`src/rtl/load_extend_ctrl_pkg.sv`:
```
// Shared load-type codes, FSM state encoding and access-size helpers
// for the load sequencer and the control-unit decoder.
package load_extend_ctrl_pkg;

  localparam logic [2:0] LT_LB  = 3'b000;
  localparam logic [2:0] LT_LH  = 3'b001;
  localparam logic [2:0] LT_LW  = 3'b011;
  localparam logic [2:0] LT_LBU = 3'b100;
  localparam logic [2:0] LT_LHU = 3'b101;

  typedef enum logic [1:0] {
    ST_IDLE = 2'd0,
    ST_REQ  = 2'd1,
    ST_DONE = 2'd2
  } state_t;

  typedef enum logic [1:0] {
    SZ_BYTE = 2'd0,
    SZ_HALF = 2'd1,
    SZ_WORD = 2'd2
  } size_t;

  // Unlisted encodings behave as a full word load.
  function automatic size_t load_size(input logic [2:0] lt);
    size_t sz;
    case (lt)
      LT_LB, LT_LBU: sz = SZ_BYTE;
      LT_LH, LT_LHU: sz = SZ_HALF;
      LT_LW:         sz = SZ_WORD;
      default:       sz = SZ_WORD;
    endcase
    return sz;
  endfunction

  function automatic logic is_misaligned(input logic [2:0] lt, input logic [1:0] a);
    logic m;
    case (load_size(lt))
      SZ_HALF: m = a[0];
      SZ_WORD: m = (a != 2'b00);
      default: m = 1'b0;
    endcase
    return m;
  endfunction

endpackage

```
`src/rtl/extend16.sv`:
```
// Widens a 16-bit value to 32 bits, sign- or zero-extending on request.
module extend16 (
  input  logic [15:0] a,
  input  logic        sign,
  output logic [31:0] b
);

  assign b = {{16{a[15] & sign}}, a};

endmodule

```
`src/rtl/load_extend_ctrl.sv`:
```
// Multi-cycle load sequencer: issues one word-aligned read per request, then
// lane-selects and extends the returned data, flagging misalignment and timeouts.
module load_extend_ctrl
  import load_extend_ctrl_pkg::*;
#(
  parameter int WAIT_LIMIT = 16
) (
  input  logic        clk,
  input  logic        rst,
  input  logic        start,
  input  logic [2:0]  ltype,
  input  logic [31:0] addr,
  output logic        busy,
  output logic        mem_rd,
  output logic [31:0] mem_addr,
  input  logic [31:0] mem_rdata,
  input  logic        mem_ready,
  output logic [31:0] data_out,
  output logic        done,
  output logic        err_align,
  output logic        err_timeout
);

  localparam logic [7:0] LIMIT_M1 = 8'(WAIT_LIMIT - 1);

  state_t      state_r, state_s;
  logic [7:0]  cnt_r, cnt_s;
  logic [2:0]  ltype_r, ltype_s;
  logic [31:0] addr_r, addr_s;
  logic [31:0] data_out_r, data_out_s;
  logic [31:0] mem_addr_r;
  logic        busy_r, mem_rd_r, done_r, err_align_r, err_timeout_r;
  logic        align_s, timeout_s;

  logic [7:0]  byte_s;
  logic [15:0] half_s, ext_in_s;
  logic [31:0] ext_out_s, result_s;
  logic        sign_s;

  extend16 u_extend16 (
    .a    (ext_in_s),
    .sign (sign_s),
    .b    (ext_out_s)
  );

  // Lane select and byte pre-widening ahead of the shared extender.
  always_comb begin
    byte_s   = 8'h00;
    half_s   = 16'h0000;
    ext_in_s = 16'h0000;
    result_s = 32'h0000_0000;
    sign_s   = ~ltype_r[2];
    case (addr_r[1:0])
      2'b00:   byte_s = mem_rdata[7:0];
      2'b01:   byte_s = mem_rdata[15:8];
      2'b10:   byte_s = mem_rdata[23:16];
      default: byte_s = mem_rdata[31:24];
    endcase
    if (addr_r[1]) begin
      half_s = mem_rdata[31:16];
    end else begin
      half_s = mem_rdata[15:0];
    end
    case (load_size(ltype_r))
      SZ_BYTE: ext_in_s = {{8{byte_s[7] & sign_s}}, byte_s};
      SZ_HALF: ext_in_s = half_s;
      default: ext_in_s = half_s;
    endcase
    if (load_size(ltype_r) == SZ_WORD) begin
      result_s = mem_rdata;
    end else begin
      result_s = ext_out_s;
    end
  end

  // Next-state, request latching and completion bookkeeping.
  always_comb begin
    state_s    = state_r;
    cnt_s      = cnt_r;
    ltype_s    = ltype_r;
    addr_s     = addr_r;
    data_out_s = data_out_r;
    align_s    = 1'b0;
    timeout_s  = 1'b0;
    case (state_r)
      ST_IDLE: begin
        if (start) begin
          ltype_s = ltype;
          addr_s  = addr;
          cnt_s   = 8'd0;
          if (is_misaligned(ltype, addr[1:0])) begin
            align_s = 1'b1;
            state_s = ST_DONE;
          end else begin
            state_s = ST_REQ;
          end
        end else begin
          state_s = ST_IDLE;
        end
      end
      ST_REQ: begin
        cnt_s = cnt_r + 8'd1;
        // A returning read wins over a simultaneous timeout.
        if (mem_ready) begin
          data_out_s = result_s;
          state_s    = ST_DONE;
        end else if (cnt_r == LIMIT_M1) begin
          timeout_s  = 1'b1;
          data_out_s = 32'h0000_0000;
          state_s    = ST_DONE;
        end else begin
          state_s = ST_REQ;
        end
      end
      ST_DONE: state_s = ST_IDLE;
      default: state_s = ST_IDLE;
    endcase
  end

  // State, latched request and registered outputs.
  always_ff @(posedge clk) begin
    if (rst) begin
      state_r       <= ST_IDLE;
      cnt_r         <= 8'd0;
      ltype_r       <= 3'b000;
      addr_r        <= 32'h0000_0000;
      data_out_r    <= 32'h0000_0000;
      mem_addr_r    <= 32'h0000_0000;
      busy_r        <= 1'b0;
      mem_rd_r      <= 1'b0;
      done_r        <= 1'b0;
      err_align_r   <= 1'b0;
      err_timeout_r <= 1'b0;
    end else begin
      state_r       <= state_s;
      cnt_r         <= cnt_s;
      ltype_r       <= ltype_s;
      addr_r        <= addr_s;
      data_out_r    <= data_out_s;
      mem_addr_r    <= {addr_s[31:2], 2'b00};
      busy_r        <= (state_s != ST_IDLE);
      mem_rd_r      <= (state_s == ST_REQ);
      done_r        <= (state_s == ST_DONE);
      err_align_r   <= align_s;
      err_timeout_r <= timeout_s;
    end
  end

  assign busy        = busy_r;
  assign mem_rd      = mem_rd_r;
  assign mem_addr    = mem_addr_r;
  assign data_out    = data_out_r;
  assign done        = done_r;
  assign err_align   = err_align_r;
  assign err_timeout = err_timeout_r;

endmodule

```
`config.mk`:
```
export PLATFORM = sky130hd
export DESIGN_NAME = load_extend_ctrl
export DESIGN_NICKNAME = d
export VERILOG_FILES = /design/src/rtl/load_extend_ctrl_pkg.sv /design/src/rtl/extend16.sv /design/src/rtl/load_extend_ctrl.sv
export SDC_FILE = /design/constraint.sdc
export NUM_CORES = 1
export LEC_CHECK = 0
export ABC_CLOCK_PERIOD_IN_PS = 5200
export CAP_MARGIN = 20
export CORE_ASPECT_RATIO = 0.8
export CORE_UTILIZATION = 35
export DETAILED_ROUTE_END_ITERATION = 6
export GPL_TIMING_DRIVEN = 0
export PLACE_DENSITY = 0.67
export SETUP_SLACK_MARGIN = 0.3
export SKIP_LAST_GASP = 1
export SYNTH_ARGS = -nofsm -noshare
export SYNTH_HDL_FRONTEND = slang
export SYNTH_SLANG_ARGS = --single-unit
```
`constraint.sdc`:
```
create_clock -name clk -period 5.2 [get_ports clk]
set_clock_uncertainty 0.1 [all_clocks]
set_input_delay 0.52 -clock clk [delete_from_list [all_inputs] [get_ports clk]]
set_output_delay 0.52 -clock clk [all_outputs]
set_load 0.05 [all_outputs]
```
### Word level (Yosys, flattened, before mapping)

Index checks and enable logic that the tools add are counted.

| word-level totals | value |
|---|---|
| bits in writable memories | 0 |
| ROM bits | 0 |
| latch bits | 0 |
| output and inout bits | 69 |
| memories kept | 0 |
| input bits | 71 |
| flip-flop bits (word level) | 84 |
| logic and storage cells | 77 |

| cells by class | value |
|---|---|
| shifts and indexed selects | 0 |
| divide/modulo/power cells | 0 |
| multipliers | 0 |
| multiplexer cells | 24 |
| bitwise operators | 6 |
| $lt $le $gt $ge | 0 |
| reductions and logical operators | 18 |
| eq/ne operators | 16 |
| add/subtract/negate cells | 1 |

Operators by type and width:

| cell | count |
|---|---|
| $mux W32 | 5 |
| $mux W16 | 2 |
| $pmux W8 S3 | 1 |
| $pmux W8 S2 | 1 |
| $eq A3 B3 Y1 const B | 4 |
| $mux W2 | 6 |
| $pmux W2 S2 | 3 |
| $add A8 B1 Y8 const B | 1 |
| $eq A2 B1 Y1 const B | 4 |
| $eq A2 B2 Y1 const B | 4 |
| $eq A8 B4 Y1 const B | 1 |
| $mux W8 | 1 |
| $reduce_bool A2 Y1 | 4 |
| $reduce_or A2 Y1 | 4 |
| $eq A3 B1 Y1 const B | 2 |
| $logic_not A2 Y1 | 3 |
| $logic_not A3 Y1 | 2 |
| $reduce_and A2 Y1 | 3 |
| $reduce_or A3 Y1 | 2 |
| $mux W1 | 4 |
| $not A1 Y1 | 4 |
| $and A1 B1 Y1 | 2 |
| $ne A2 B2 Y1 const B | 1 |
| $pmux W1 S2 | 1 |

### Logic depth before layout (Yosys ltp)

| depth | value |
|---|---|
| word-level depth | 13 |
| mapped depth | 6 |
| mapped depth without buffers | 5 |

### Cells and area by module

A second synthesis with hierarchy kept.

| second synthesis, totals | value |
|---|---|
| cells, all modules | 507 |
| area, all modules | 4404.2 um^2 |

Modules (own cells, without submodules):

| module | cells an instance | seq. area each (um^2) | area an instance (um^2) | instances |
|---|---|---|---|---|
| load_extend_ctrl | 475 | 1641.6 | 4165.2 | 1 |
| extend16 | 32 | 0.0 | 239.0 | 1 |

### Least setup slack after synthesis

No wires, ideal clock.

| path | value |
|---|---|
| path kind | input-to-reg |
| from | input port rst |
| to | register data_out_r[22], in the netlist data_out[22] |
| path slack | 3.170 ns |
| arrival | 1.808 ns |
| required time | 4.978 ns |
| buffers on the path | 3 |
| setup time | 0.122 ns |
| stages on the path | 6 |
| cell sequence | clkbuf_1 and4bb_2 and2_1 clkbuf_1 clkbuf_1 a221o_1 |

RTL lines:

| item | RTL line | text |
|---|---|---|
| from (decl) | load_extend_ctrl.sv:9 | `input logic rst,` |
| to (signal assigned) | load_extend_ctrl.sv:139 | `data_out_r <= data_out_s;` |
| to (decl) | load_extend_ctrl.sv:30 | `logic [31:0] data_out_r, data_out_s;` |

### Worst setup path in the final report

| path | value |
|---|---|
| from | input port start |
| to | register addr_r[24] |

| between the ends | value |
|---|---|
| longest elaborated chain between the ends | 2 |

Ends and longest elaborated chain:

| item | RTL line | text |
|---|---|---|
| from (decl) | load_extend_ctrl.sv:10 | `input logic start,` |
| $mux W32 | load_extend_ctrl.sv:87 | `if (start) begin` |
| $mux W32 | load_extend_ctrl.sv:85 | `case (state_r)` |
| to (signal assigned) | load_extend_ctrl.sv:138 | `addr_r <= addr_s;` |
| to (decl) | load_extend_ctrl.sv:29 | `logic [31:0] addr_r, addr_s;` |

Every way passes these cells.
A chain may end at the register's enable or synchronous reset.

==> metrics.txt <==
status=finished, final reports clean; Detailed Route Iter0 Violations=about 300; Post-synth ARST share=0%; FILL cells=about 960; Static Leak=2.04 nW; Final ANT Viol Nets=0; endpoints failing setup=0; Post-synth EDFFs=0; Max-cap violations=0; DR vias=about 3500; Vias/cell=~5; worst slack, placed=between 2000 and 2500 ps; Design Area, Final=5510 sq um; Most Crowded Layer GR=met1; global routing usage on met2=29.2%; FMAX=roughly 0.4 GHz; GRT Util Overall=just over 20%; worst setup path class=in -> reg; total number of yosys warnings=0; Die H=around 93 um; chip width=approximately 120 um; core footprint=around 9800 sq um; top cell type's share of synthesized area=about 45%; peak supply drop=0.127 mV; port bufs=roughly 140; top cells by count, synth=dfxtp_1, nand2_1, a21oi_1; CTS Buffer Depth=2; Placed Area=about 5200 sq um; Post-CTS Hold Buffers=0; Yosys top cell by area=dfxtp_1; CP Capture Type=register; first-pass GRT wire length=~17000 um; Slew Limit Fails=0; Seq. cell area=~1600 sq um; Primary FF master, synth=dfxtp_1; proportion of layout cells with a drive suffix above 1=approximately a tenth; H-Tree Depth=3; clk_lat worst skew=~330 ps; Setup TNS=0 ps; post-CTS sizing=0; critical path arrival=about 2600 ps; Mapped Area=about 3600 sq um; routing usage on met3=under 10%; Slew headroom=28.2%; Post-Syn Area per Cell=between 8 and 9 sq um; Hold Fails Final Rpt=0; clk sinks=82; Worst EP required=roughly 5400 ps; placed cell count=691; Non-Filler Instances=707; gr ovfl total=0; Die Footprint=around 11000 sq um; Initial Util=a little under two fifths; crit path time final=between 2000 and 2500 ps; Pwr per Cell Area=about 320 nW/um^2; Final Core Density=between 50% and 60%; Cells after Synth=~420; residual DRC count=0; DRT Wirelength=~11000 um; HP Class=reg -> reg; Multi-input gate area=approximately 1600 sq um; Top Ports=140; Root Driver=clkbuf_16; GP Congestion=between 0.8 and 0.9; #FFs+latches synth=82; final net count=638; Area contributors post-synth=dfxtp_1, nand2_1, a221o_1; vias in the first global route=approximately 3300; first-pass detailed-route iteration total=4; Worst Tran Pin Value=1070 ps; met1 capacity usage during global routing=slightly below 30%; row count=32; final hold slack=355 ps; startpoint type of the worst setup path=primary input; # Post-CTS Setup Buffers=0; largest net degree at the start of global routing=14; post-DR wirelength/cell=about 15 um; Tot Pwr=about 1.7 mW; Post-DP HPWL=7900 um; CTS buffer count=9; antenna cell count=0; fin worst setup slack=~2800 ps; initial antenna violation count=0; RSZ-0062 raised after global routing=false; Synth cell types=43; TritonCTS clock tree=yes; Area Growth Syn to Fin=51.4%; Final Cycle Share=46.9%; crit path max fanout=10; CTS clk-pin slew, worst paths=around 60 ps; Seq/Total Area, Yosys=45.1%
[cells in the final DEF (no fill, tap or decap), types with 7 or more instances in the layout]
master,instances
nor3_1,7
and3_1,7
o2bb2ai_1,7
clkdlybuf4s50_1,136
mux2i_1,8
dfxtp_1,82
nand2_1,82
a31oi_1,7
a21oi_1,44
clkbuf_16,9
nor2_1,10
clkbuf_1,23
o21ai_0,10
or3_1,24
a221o_1,24
buf_4,32
[area by class of cell]
type | count | area share, %
clock buffers | 11 | 4.23
flip-flops and latches | 82 | 29.8
multi-input cells | 271 | 29.1
inverters | 5 | 0.341
clock inverters | 5 | 1.86
repair buffers | 136 | 24.7
plain buffers | 61 | 6.82
well taps | 136 | 3.09
[path summary, 6_finish.rpt]
path,start,endpoint,slack (ps),cells past startpoint
min,addr_r[27]$_SDFFE_PP0P_,addr_r[27]$_SDFFE_PP0P_,350,2
max,start,addr_r[24]$_SDFFE_PP0P_,2760,5
min reg2reg,addr_r[27]$_SDFFE_PP0P_,addr_r[27]$_SDFFE_PP0P_,350,2
max reg2reg,state_r[1]$_SDFF_PP0_,addr_r[24]$_SDFFE_PP0P_,2910,5
[flip-flops by register name (all words and copies together), names as in the netlist]
register,flops
done,1
data_out,32
mem_rd,1
state_r,2
busy,1
err_align,1
cnt_r,8
ltype_r,3
err_timeout,1
addr_r,32
[kinds of logic after synthesis]
| logic type | Yosys count | synth area share (%) |
|---|---|---|
| multiplexers | 10 | 2.82 |
| flip-flops | 82 | 45.1 |
| adder cells (fa/ha/maj) | 1 | 0.344 |
| other | 1 | 0.103 |
| buffers and inverters | 66 | 10.8 |
| AND/OR/NAND/NOR | 152 | 20.3 |
| AO/OA/AOI/OAI | 106 | 20.5 |
[where the power goes]
| group | internal, mW | switching (mW) | leakage, nW |
|---|---|---|---|
| clock network | 0.469 | 0.249 | 0.160 |
| registers | 0.659 | 0.0166 | 0.668 |
| logic | 0.150 | 0.205 | 1.21 |
| total | 1.28 | 0.470 | 2.04 |
[layer usage]
| layer | part of all wire [%] | wire, um | vias to the layer above |
|---|---|---|---|
| li1 | - | - | 1765 |
| met1 | 50 | 5350 | 1644 |
| met2 | 42 | 4490 | 120 |
| met3 | 7.1 | 757 | 2 |
| met4 | 0.41 | 44 | 0 |
| met5 | 0 | 0 | - |
[worst max-delay path, cell delays in order]
cell	delay [ps]
clkdlybuf4s50_1	520
nor3b_1	880
clkbuf_1	430
nand2_1	110
a21oi_1	130
(Power assumes the default switching activity.)
